### src/rtl/regfile_reader_pkg.sv
// Shared definitions for the register-file burst reader: FSM encoding and default widths.
package regfile_reader_pkg;

  localparam int DEF_WIDTH     = 32;
  localparam int DEF_WORD_LINE = 3;

  typedef enum logic [1:0] {
    IDLE  = 2'd0,
    READ  = 2'd1,
    DRAIN = 2'd2
  } state_e;

  function automatic logic is_active(input state_e s);
    return s != IDLE;
  endfunction

endpackage

### src/rtl/regfile_reader_if.sv
// Bus bundle between a burst requester/consumer and the register-file reader.
interface regfile_reader_if
  import regfile_reader_pkg::*;
#(
  parameter int WIDTH     = DEF_WIDTH,
  parameter int WORD_LINE = DEF_WORD_LINE
);

  logic                 start;
  logic [WORD_LINE-1:0] base;
  logic [WORD_LINE-1:0] count;
  logic                 abort;
  logic [WORD_LINE-1:0] ra;
  logic [WIDTH-1:0]     rd;
  logic [WIDTH-1:0]     out_data;
  logic [WORD_LINE-1:0] out_addr;
  logic                 out_valid;
  logic                 out_ready;
  logic                 busy;
  logic                 done;

  modport master (
    output start, base, count, abort, rd, out_ready,
    input  ra, out_data, out_addr, out_valid, busy, done
  );

  modport slave (
    input  start, base, count, abort, rd, out_ready,
    output ra, out_data, out_addr, out_valid, busy, done
  );

endinterface

### src/rtl/regfile_reader_out.sv
// Output register stage: captures one word and its address, holds it while the consumer stalls.
module regfile_reader_out
  import regfile_reader_pkg::*;
#(
  parameter int WIDTH     = DEF_WIDTH,
  parameter int WORD_LINE = DEF_WORD_LINE
) (
  input  logic                 clk,
  input  logic                 rst,
  input  logic                 load,
  input  logic                 clear,
  input  logic [WIDTH-1:0]     din,
  input  logic [WORD_LINE-1:0] ain,
  output logic [WIDTH-1:0]     out_data,
  output logic [WORD_LINE-1:0] out_addr,
  output logic                 out_valid
);

  logic [WIDTH-1:0]     data_p1;
  logic [WORD_LINE-1:0] addr_p1;
  logic                 vld_p1;

  // p0 -> p1: register-file read data captured into the offered word
  always_ff @(posedge clk) begin
    if (rst) begin
      data_p1 <= '0;
      addr_p1 <= '0;
      vld_p1  <= 1'b0;
    end else if (clear) begin
      vld_p1  <= 1'b0;
    end else if (load) begin
      data_p1 <= din;
      addr_p1 <= ain;
      vld_p1  <= 1'b1;
    end
  end

  assign out_data  = data_p1;
  assign out_addr  = addr_p1;
  assign out_valid = vld_p1;

endmodule

### src/rtl/regfile_reader.sv
// Burst reader: walks a register-file read port from base for count words and streams them out.
module regfile_reader
  import regfile_reader_pkg::*;
#(
  parameter int WIDTH     = DEF_WIDTH,
  parameter int WORD_LINE = DEF_WORD_LINE
) (
  input  logic            clk,
  input  logic            rst,
  regfile_reader_if.slave bus
);

  state_e               state_q, state_d;
  logic [WORD_LINE-1:0] addr_p0;
  logic [WORD_LINE:0]   rem_p0;
  logic                 done_p1;

  logic                 take_start;
  logic                 load;
  logic                 accept_last;
  logic                 clear;

  logic [WIDTH-1:0]     data_w;
  logic [WORD_LINE-1:0] oaddr_w;
  logic                 vld_w;

  // A zero count encodes a full sweep of the register file.
  function automatic logic [WORD_LINE:0] burst_len(input logic [WORD_LINE-1:0] c);
    if (c == '0) return {1'b1, {WORD_LINE{1'b0}}};
    return {1'b0, c};
  endfunction

  always_comb begin
    state_d     = state_q;
    take_start  = 1'b0;
    load        = 1'b0;
    accept_last = 1'b0;
    clear       = 1'b0;
    unique case (state_q)
      IDLE: begin
        if (bus.start && !bus.abort) begin
          take_start = 1'b1;
          state_d    = READ;
        end
      end
      READ: begin
        if (bus.abort) begin
          clear   = 1'b1;
          state_d = IDLE;
        end else if (!vld_w || bus.out_ready) begin
          load = 1'b1;
          if (rem_p0 == (WORD_LINE+1)'(1)) state_d = DRAIN;
        end
      end
      DRAIN: begin
        if (bus.abort) begin
          clear   = 1'b1;
          state_d = IDLE;
        end else if (vld_w && bus.out_ready) begin
          accept_last = 1'b1;
          clear       = 1'b1;
          state_d     = IDLE;
        end
      end
      default: state_d = IDLE;
    endcase
  end

  // p0: control state, read address and words still to fetch
  always_ff @(posedge clk) begin
    if (rst) begin
      state_q <= IDLE;
      addr_p0 <= '0;
      rem_p0  <= '0;
      done_p1 <= 1'b0;
    end else begin
      state_q <= state_d;
      done_p1 <= accept_last;
      if (take_start) begin
        addr_p0 <= bus.base;
        rem_p0  <= burst_len(bus.count);
      end else if (load) begin
        addr_p0 <= addr_p0 + WORD_LINE'(1);
        rem_p0  <= rem_p0 - (WORD_LINE+1)'(1);
      end
    end
  end

  regfile_reader_out #(
    .WIDTH     (WIDTH),
    .WORD_LINE (WORD_LINE)
  ) u_out (
    .clk       (clk),
    .rst       (rst),
    .load      (load),
    .clear     (clear),
    .din       (bus.rd),
    .ain       (addr_p0),
    .out_data  (data_w),
    .out_addr  (oaddr_w),
    .out_valid (vld_w)
  );

  assign bus.ra        = addr_p0;
  assign bus.out_data  = data_w;
  assign bus.out_addr  = oaddr_w;
  assign bus.out_valid = vld_w;
  assign bus.busy      = is_active(state_q);
  assign bus.done      = done_p1;

endmodule

### src/flat_wrapper.sv
// flat-port wrapper written by rule: the top's interface ports become plain ports
module regfile_reader_flat import regfile_reader_pkg::*;
#(
  parameter int WIDTH     = DEF_WIDTH,
  parameter int WORD_LINE = DEF_WORD_LINE
)
  (clk, rst, bus_start, bus_base, bus_count, bus_abort, bus_rd, bus_out_ready, bus_ra, bus_out_data, bus_out_addr, bus_out_valid, bus_busy, bus_done);
  regfile_reader_if #(.WIDTH(WIDTH), .WORD_LINE(WORD_LINE)) bus_i ();
  input  logic clk;
  input  logic rst;
  input wire logic [$bits(bus_i.start)-1:0] bus_start;
  input wire logic [$bits(bus_i.base)-1:0] bus_base;
  input wire logic [$bits(bus_i.count)-1:0] bus_count;
  input wire logic [$bits(bus_i.abort)-1:0] bus_abort;
  input wire logic [$bits(bus_i.rd)-1:0] bus_rd;
  input wire logic [$bits(bus_i.out_ready)-1:0] bus_out_ready;
  output wire logic [$bits(bus_i.ra)-1:0] bus_ra;
  output wire logic [$bits(bus_i.out_data)-1:0] bus_out_data;
  output wire logic [$bits(bus_i.out_addr)-1:0] bus_out_addr;
  output wire logic [$bits(bus_i.out_valid)-1:0] bus_out_valid;
  output wire logic [$bits(bus_i.busy)-1:0] bus_busy;
  output wire logic [$bits(bus_i.done)-1:0] bus_done;
  assign bus_i.start = bus_start;
  assign bus_i.base = bus_base;
  assign bus_i.count = bus_count;
  assign bus_i.abort = bus_abort;
  assign bus_i.rd = bus_rd;
  assign bus_i.out_ready = bus_out_ready;
  assign bus_ra = bus_i.ra;
  assign bus_out_data = bus_i.out_data;
  assign bus_out_addr = bus_i.out_addr;
  assign bus_out_valid = bus_i.out_valid;
  assign bus_busy = bus_i.busy;
  assign bus_done = bus_i.done;
  regfile_reader #(.WIDTH(WIDTH), .WORD_LINE(WORD_LINE)) u_core (.clk(clk), .rst(rst), .bus(bus_i));
endmodule
### config.mk
export PLATFORM = sky130hd
export DESIGN_NAME = regfile_reader_flat
export DESIGN_NICKNAME = d
export VERILOG_FILES = /design/src/rtl/regfile_reader_pkg.sv /design/src/rtl/regfile_reader_if.sv /design/src/rtl/regfile_reader_out.sv /design/src/rtl/regfile_reader.sv /design/src/flat_wrapper.sv
export SDC_FILE = /design/constraint.sdc
export NUM_CORES = 1
export LEC_CHECK = 0
export ABC_AREA = 1
export BUFFER_PORTS_ARGS = -buffer_cell sky130_fd_sc_hd__buf_4
export CORE_MARGIN = 5
export CORE_UTILIZATION = 35
export DETAILED_ROUTE_END_ITERATION = 10
export GPL_ROUTABILITY_DRIVEN = 0
export PLACE_DENSITY = 0.57
export RECOVER_POWER = 25
export SKIP_LAST_GASP = 1
export SLEW_MARGIN = 20
export SYNTH_ARGS = -nofsm -noshare
export SYNTH_HDL_FRONTEND = slang
export SYNTH_HIERARCHICAL = 1
export SYNTH_SLANG_ARGS = --single-unit
### constraint.sdc
create_clock -name clk -period 2.2 [get_ports clk]
set_input_delay 0.33 -clock clk [delete_from_list [all_inputs] [get_ports clk]]
set_output_delay 0.33 -clock clk [all_outputs]
set_load 0.005 [all_outputs]
== Word level (Yosys, flattened, before mapping) ==
Cells that the tools add are included.
Word-level totals
  bits in registers: 46
  input bits: 43
  output and inout bits: 41
  logic and storage cells: 56
Operators by class
  $add $sub $neg: 2
  equal/unequal tests: 7
  mux-type cells: 25
  bitwise gates (word level): 2
  reductions and logical operators: 13
Operator list (count)
  4-bit two-way mux: 4
  2-bit two-way mux: 6
  1-bit two-way mux: 11
  3-bit by 2-bit inequality test with 1-bit output, second input constant: 3
  3-bit two-way mux: 2
  2-bit one-hot mux with 3 select lines: 1
  4-bit by 1-bit == test with 1-bit output, second input constant: 1
  4-bit AND reduction: 1
  2-bit nonzero test: 2
  4-bit by 1-bit subtractor with 4-bit output, second input constant: 1
  3-bit by 1-bit adder with 3-bit output, second input constant: 1
  3-bit zero test: 1
  3-bit OR reduction: 1
  2-bit by 1-bit == test with 1-bit output, second input constant: 1
  2-bit == test, second input constant: 1
  1-bit logical AND: 2
  1-bit zero test: 2
  2-bit zero test: 1
  2-bit by 1-bit inequality test with 1-bit output, second input constant: 1
  1-bit inverter: 2
  1-bit one-hot mux with 2 select lines: 1
  2-bit AND reduction: 1
  2-bit OR reduction: 1
  1-bit logical OR: 1

== Depth between registers and ports, before layout ==
Gate-level depths: netlist of run 1.
  word-level depth: 8
  gate-level depth with buffers: 11
  mapped depth without buffers: 10

== Hierarchy ==
The synthesis of run 1 kept the hierarchy.
By module, submodules not included
  regfile_reader_out: instances 1, cells each 230, area each 1625.3 um^2, sequential area each 720.7 um^2
  regfile_reader: instances 1, cells each 105, area each 686.9 um^2, sequential area each 200.2 um^2

== Worst setup path before layout of run 1 ==
OpenSTA, ideal clock, no wires.
  path kind: register to register
  from: register u_core.state_q[1]
  to: register u_core.u_out.data_p1[10], in the netlist u_core/u_out/out_data[10]
  arrival time: 1706 ps
  data required time: 2086 ps
  setup slack: 380 ps
  cell stages (with the launch flop): 11
  buffers on the path: 1
  path through: dfxtp_1 > inv_1 > ha_1 > inv_1 > o21ai_0 > nand2_1 > a21oi_1 > nor2_8 > buf_4 > nor2_1 > nor2_2
On the way
  cells in the longest elaborated chain, start to end: 4
  elaborated cells on any way between the ends: 6
RTL lines
  start, declared: line regfile_reader.sv:13  | state_e state_q, state_d;
  start signal, assigned: line regfile_reader.sv:77  | state_q <= state_d;
  2-bit == test / 2-bit by 1-bit == test with 1-bit output (equally long branches): line regfile_reader.sv:39  | unique case (state_q)
  1-bit one-hot mux with 2 select lines *: line regfile_reader.sv:39
  net u_core.clear: line regfile_reader.sv:21  | logic clear;
  1-bit inverter (no source line) *
  2-bit AND reduction (no source line) *
  end signal, assigned: line regfile_reader_out.sv:32  | data_p1 <= din;
  end, declared: line regfile_reader_out.sv:19  | logic [WIDTH-1:0] data_p1;
The timed path passes the listed nets; every way through them passes the cells marked *.
A chain may end at the register's enable or synchronous reset.

== Worst setup path in the final report of run 1 ==
  from: register u_core.state_q[0]
  to: register u_core.u_out.data_p1[10], in the netlist u_core/u_out/out_data[10]
Same word-level chain as after synthesis.

==> results.toml, run 1 <==
[worst_setup_path]
rr_endpoint = "u_core/u_out/out_data[10]$_SDFFE_PP0P_"
setup.worst_path.end_class = "flop"
r2r-start = "u_core/state_q[0]$_SDFFE_PP0P_"
start_kind = "flop"
crit_chain = "inv_1 -> ha_1 -> inv_1 -> o21ai_0 -> nand2_1 -> a21oi_1 -> buf_4 -> nor2_8 -> nor2_1 -> nor2_2"
crit_family = "simple AND/OR/NAND/NOR gates"
reg2reg_slack_ns = 0.43
cp_max_fo = 35
worstPathArrival_ns = 2.00
rr_worst_depth = 10
slowest_delay_ns = 0.41
path_buf_inv = 3
required_ns = 2.43
cp_common_cell = "inv_1"
critPathKind = "reg2reg"
worst_path_max_delay_cell = "nor2_8"

[sta]
finalCriticalPeriod_ns = 1.77
finalHoldViolCount = 0
finalSetupTns_ns = 0
worst_slack_ns = 0.435
fmax_ghz = 0.566
rsz0062_at_grt = "no"
finClkSkew_ns = 0.00524
worst_slew_pin_slew_ns = 0.495
fin_crit_sh_pct = 80.2
relSlewSlack_pct = 67.0
slew_violations = 0
hold_ws_ns = 0.240
setup_viol = 0

[clocking]
htreeDepth = 2
clk_latency_ns = 0.29
cts_tree = "done"
clock-sinks = 46
cts_root_buf = "clkbuf_8"
cts_resized = 0
holdBufCountCts = 0
clk_path_buf_depth = 2
cts_buffers = 5
clkTransAtPathRegs_ns = 0.08
cts_setup_buffers = 0

[grt]
overflow = 0
grt_max_degree = 36
antenna_found_initial = 0
grt_pass1_vias = 2126
grt_use_total_pct = 13.6
grt_pass1_wl_um = 9620

[floorplanning]
start_util_pct = 36.2
die_y_um = 91.3
rows = 29
core_um2 = 6390
dieWidth_um = 91.3
io_pins = 84
dieArea_um2 = 8330

[synthesis]
ys_warn_count = 6
syn-instance-count = 335
ys_seq_area_share_pct = 39.8
syn_area_um2 = 2310
ys_seq_elements = 46
synthDistinctLibCells = 23
syn_avg_cell_area_um2 = 6.90
syn_nets = 385

[worst_hold_path]
hold_path_class = "in2reg"
min_from = "bus_abort"
whs_endpoint = "u_core/bus.done$_SDFF_PP0_"
worst_hold_path.num_cells = 2

[final_layout]
utilization_pct = 48.4
final_common_cell = "nor2_1"
syn_to_final_growth_pct = 33.7
drive_gt1_share_pct = 28.3
n_antenna_cell = 0
fillers = 679
final_cell_mix = "nor2_1, buf_4, nand2_1"
final_nets = 466
final_cells = 494

[power]
leakage_nw = 1.55
power.density_nw_per_um2 = 1010
ir_drop_mv = 0.558

[place]
hpwl_um = 4070
post-place-cells = 486
portBuffers = 83
place_ws_ns = 0.439

[detailed_routing]
dr_total_vias = 2205
wl_per_cell_um = 11.2
drc = 0
drt_iter0_markers = 72
routed_wl_um = 5550
viasPerCell = 4.46
ant_nets = 0
dr.pass1.iters = 4

[outcome]
run_status = "complete, no violations"

[flow_run]
cap_violations = 0
worst register-to-register path, stage by stage (launching register included):
cell and delay, ns:
dfxtp_1 0.36, inv_1 0.09, ha_1 0.21, inv_1 0.06
o21ai_0 0.08, nand2_1 0.06, a21oi_1 0.04, buf_4 0.16
nor2_8 0.41, nor2_1 0.11, nor2_2 0.11
metal layers:
metal	global-route usage (%)	wire, µm
met1	17.2	2600
met2	22.2	2490
met3	4.46	404
met4	4.03	53
met5	0	0
where the power goes:
part	switching, W	internal [W]	leakage [nW]
clock	0.000270	0.000340	0.0524
combinational	0.000719	0.000605	1.13
sequential	0.000134	0.00105	0.376
total	0.00112	0.00199	1.55
through the flow:
stage	total power (W)	area (µm²)
3_5_place_dp	0.00255	2990
2_1_floorplan	0.00205	2310
4_1_cts	0.00318	3090
3_3_place_gp	0.00253	2990
5_1_grt	0.00342	3090
6_report	0.00311	3090
cells by family after synthesis:
group                      after synthesis  synth area share (%)
xor gates and xnor gates                 1                 0.379
adders and majority gates                7                  3.79
and+or+nand+nor                        193                  38.5
DFF                                     46                  39.8
AOI/OAI and AO/OA                       18                  3.90
buffers and inverters                   70                  13.6
flip-flops by register name, summed over array words and instances, names as in the netlist:
name and count:
u_core/u_out/out_data 32, u_core/state_q 2, u_core/bus.ra 3, u_core/u_out/out_valid 1, u_core/rem_p0 4, u_core/u_out/out_addr 3, u_core/bus.done 1
worst max-delay path by stage:
stage / startpoint / endpoint / slack (ns) / cells after the start
4_1_cts: u_core/state_q[1]$_SDFFE_PP0P_ / u_core/u_out/out_data[12]$_SDFFE_PP0P_ / 0.42 / 10
2_1_floorplan: u_core/state_q[1]$_SDFFE_PP0P_ / u_core/u_out/out_data[10]$_SDFFE_PP0P_ / 0.38 / 10
3_5_place_dp: u_core/state_q[1]$_SDFFE_PP0P_ / u_core/u_out/out_data[18]$_SDFFE_PP0P_ / 0.44 / 11
6_report: u_core/state_q[0]$_SDFFE_PP0P_ / u_core/u_out/out_data[10]$_SDFFE_PP0P_ / 0.43 / 10
3_3_place_gp: u_core/state_q[1]$_SDFFE_PP0P_ / u_core/u_out/out_data[19]$_SDFFE_PP0P_ / 0.46 / 11
5_1_grt: u_core/state_q[0]$_SDFFE_PP0P_ / u_core/u_out/out_addr[0]$_SDFFE_PP0P_ / 0.25 / 10
synth_stat cells (all sizes together):
master / instances / area [µm²]
nor2: 82 / 337
nand2: 64 / 248
inv: 56 / 215
dfxtp: 46 / 921
nand3: 43 / 283
buf: 13 / 96.3
a21oi: 9 / 45.0
o21ai: 9 / 45.0
ha: 7 / 87.6
nor3: 2 / 10.0
clkinv: 1 / 3.75
nand4: 1 / 6.26
nor4: 1 / 6.26
xnor2: 1 / 8.76
cell type report:
class | instances | area [µm²] | share of cell area (%)
Clock buffer | 7 | 76.3 | 2.47
Clock inverter | 1 | 30.0 | 0.971
Inverter | 57 | 219 | 7.08
Multi-Input combinational cell | 219 | 1080 | 35.0
Sequential cell | 46 | 921 | 29.8
Tap cell | 77 | 96.3 | 3.12
Timing Repair Buffer | 87 | 666 | 21.5
Note: power is estimated with default switching activity, not from simulation.
==> inputs of run 2 (changes only) <==
- ABC_AREA: 1 -> 0
- PLACE_DENSITY: 0.57 -> 0.59
- clock period: 2.2 -> 1.45 ns (I/O delays scaled with it)
==> run 2 against run 1 <==
Effect of this change:
- the run now ends with negative setup slack left
- total power grew 46%
- wire length grew 12%
- utilization grew 3.9 points
- cell area grew 14%
- sequential share of layout area shrank 3.5 points
- register-to-register slack lost 0.52 ns
- sequential power grew 40%
- worst setup slack lost 0.52 ns
- count of clock-buffer cells in the layout is the same
- final cell count shrank 16%
- synthesized area grew 4.2%
- largest power group unchanged
==> results.toml, run 2 <==
[outcome]
run_status = "finished, violations left"
violations = "negative setup slack"

[detailed_routing]
routed_wl_um = 6200
ant_nets = 0
drt_iter0_markers = 92
viasPerCell = 4.98
dr.pass1.iters = 4
wl_met3_um = 388
met2_length_um = 3000
wl_per_cell_um = 14.9
met1Wirelength_um = 2790
dr_total_vias = 2070
highest_layer = "met4"
drc = 0

[worst_setup_path]
slowest_delay_ns = 0.39
worstPathArrival_ns = 1.72
required_ns = 1.64
crit_family = "simple AND/OR/NAND/NOR gates"
cp_max_fo = 6
path_buf_inv = 2
crit_chain = "inv_6 -> ha_4 -> a22oi_2 -> nor2b_4 -> and2b_4 -> buf_6 -> o21ai_2"
critPathKind = "reg2reg"
worst_path_max_delay_cell = "dfxtp_4"
setup.worst_path.end_class = "flop"
start_kind = "flop"

[sta]
fmax_ghz = 0.651
fin_crit_sh_pct = 106
setup_viol = 33
worst_slew_pin_slew_ns = 0.618
finalCriticalPeriod_ns = 1.54
finalHoldViolCount = 0
rsz0062_at_grt = "yes"
slew_violations = 0
relSlewSlack_pct = 58.8
hold_ws_ns = 0.192
worst_slack_ns = -0.0860
finClkSkew_ns = 0.00472

[floorplanning]
dieWidth_um = 93.0
io_pins = 84
start_util_pct = 35.7
rows = 30
die_y_um = 93.0
dieArea_um2 = 8640
core_um2 = 6760

[place]
place_ws_ns = -0.149
post-place-cells = 401
portBuffers = 83
hpwl_um = 4130

[power]
pwr-share-clk_pct = 20.4
power.total_w = 0.00453
ir_drop_mv = 0.796
p_sw_share_pct = 31.2
power.density_nw_per_um2 = 1280
p_switching_w = 0.00141
power_frac_seq_pct = 36.3
combPwrFrac_pct = 43.3
internal_power_w = 0.00312
leakage_nw = 1.42

[synthesis]
async_reset_ff_share_pct = 0
ys.flop_type = "dfxtp_1"
ys_warn_count = 6
syn_area_um2 = 2410
syn_avg_cell_area_um2 = 10.3
synth_edf_count = 0
synthDistinctLibCells = 38
synth_top_area_share_pct = 38.2
syn_nets = 284
ys_seq_elements = 46
synth_area_leaders = "dfxtp_1, nand4bb_1, o21ai_2"
yosys.cell_count.top_type = "dfxtp_1"
synth_common_cells = "dfxtp_1, nand2b_1, nand4bb_1"
syn-instance-count = 234
synth_top_area_cell = "dfxtp_1"
ys_seq_area_share_pct = 38.2

[final_layout]
final_cells = 416
seqCellArea_um2 = 928
drive_gt1_share_pct = 50.0
syn_to_final_growth_pct = 46.6
final_nets = 385
multi_input_area_um2 = 1410
n_antenna_cell = 0
largest_reg_flops = 32
fillers = 623
final_cell_mix = "buf_4, dfxtp_1, nand2b_1"
final_common_cell = "buf_4"

[worst_hold_path]
hold_path_class = "in2reg"

[clocking]
cts_tree = "done"
cts_buffers = 5
holdBufCountCts = 0
clk_path_buf_depth = 2
clk_latency_ns = 0.29
htreeDepth = 2
clkTransAtPathRegs_ns = 0.08
clock-sinks = 46
cts_root_buf = "clkbuf_8"

[grt]
grt_pass1_wl_um = 9940
grt_use_total_pct = 14.1
grt_max_degree = 83
overflow = 0
antenna_found_initial = 0
grt_pass1_vias = 2070

[flow_run]
cap_violations = 0
==> run 2: cells by family after synthesis <==
family	synth area share (%)
mux	0.831
fa+ha+maj	3.63
compound gates	15.9
xor+xnor	1.45
buf+inv	6.75
flops	38.2
simple gates	33.2
==> run 2: path summary, 6_finish.rpt <==
check                                    startpoint                                     end  slack (ns)  depth (start not counted)
max                  u_core/state_q[1]$_SDFFE_PP0P_   u_core/u_out/out_data[9]$_SDFFE_PP0P_       -0.09                          7
max reg2reg          u_core/state_q[1]$_SDFFE_PP0P_   u_core/u_out/out_data[9]$_SDFFE_PP0P_       -0.09                          7
min                                      bus_rd[30]  u_core/u_out/out_data[30]$_SDFFE_PP0P_        0.19                          3
min reg2reg  u_core/u_out/out_data[29]$_SDFFE_PP0P_  u_core/u_out/out_data[29]$_SDFFE_PP0P_        0.47                          2
==> run 2: routing by layer <==
| layer | vias up | global-route usage [%] |
|---|---|---|
| met1 | 971 | 18.6 |
| met3 | 2 | 4.10 |
| met5 | - | 0 |
| met4 | 0 | 4.03 |
| met2 | 56 | 22.6 |
| li1 | 1041 | - |
==> run 2: worst reg2reg max path: cells and delay by family (launching register included) <==
kind / cells / cell delay (ns)
AO/OA/AOI/OAI: 2 / 0.25
adder cells (fa/ha/maj): 1 / 0.16
buffers and inverters: 2 / 0.22
flip-flops: 1 / 0.39
AND/OR/NAND/NOR: 2 / 0.42
==> run 2: final cells by class <==
class / instances / share of cell area, %
inverters: 6 / 0.850
clock inverters: 1 / 0.850
well taps: 80 / 2.83
flip-flops and latches: 46 / 26.3
clock buffers: 7 / 2.16
repair buffers: 113 / 27.0
multi-input cells: 163 / 40.0
==> run 2: stage by stage <==
| step | util (%) | TNS (ns) | area [µm²] |
|---|---|---|---|
| after floorplan | - | -2.67 | 2450 |
| after global placement | 48.0 | -3.19 | 3250 |
| after detailed placement | 48.0 | -4.39 | 3250 |
| after CTS | 51.1 | -1.93 | 3450 |
| after global routing | 52.3 | -4.60 | 3530 |
| final | 52.3 | -2.13 | 3530 |
==> run 2: timing repair <==
item | CTS | global route
cloned | 1 | 1
pin swaps | 4 | 4
resized for setup | 20 | 10
setup endpoints to repair | 43 | 44
buffers inserted | 2 | 3
==> run 2: power groups by stage <==
stage          Clock (W)  Combinational, W  Sequential [W]
2_1_floorplan          0           0.00102         0.00165
3_3_place_gp           0           0.00170         0.00167
3_5_place_dp           0           0.00171         0.00167
4_1_cts         0.000970           0.00187         0.00165
5_1_grt          0.00103           0.00214         0.00168
6_report        0.000924           0.00196         0.00165
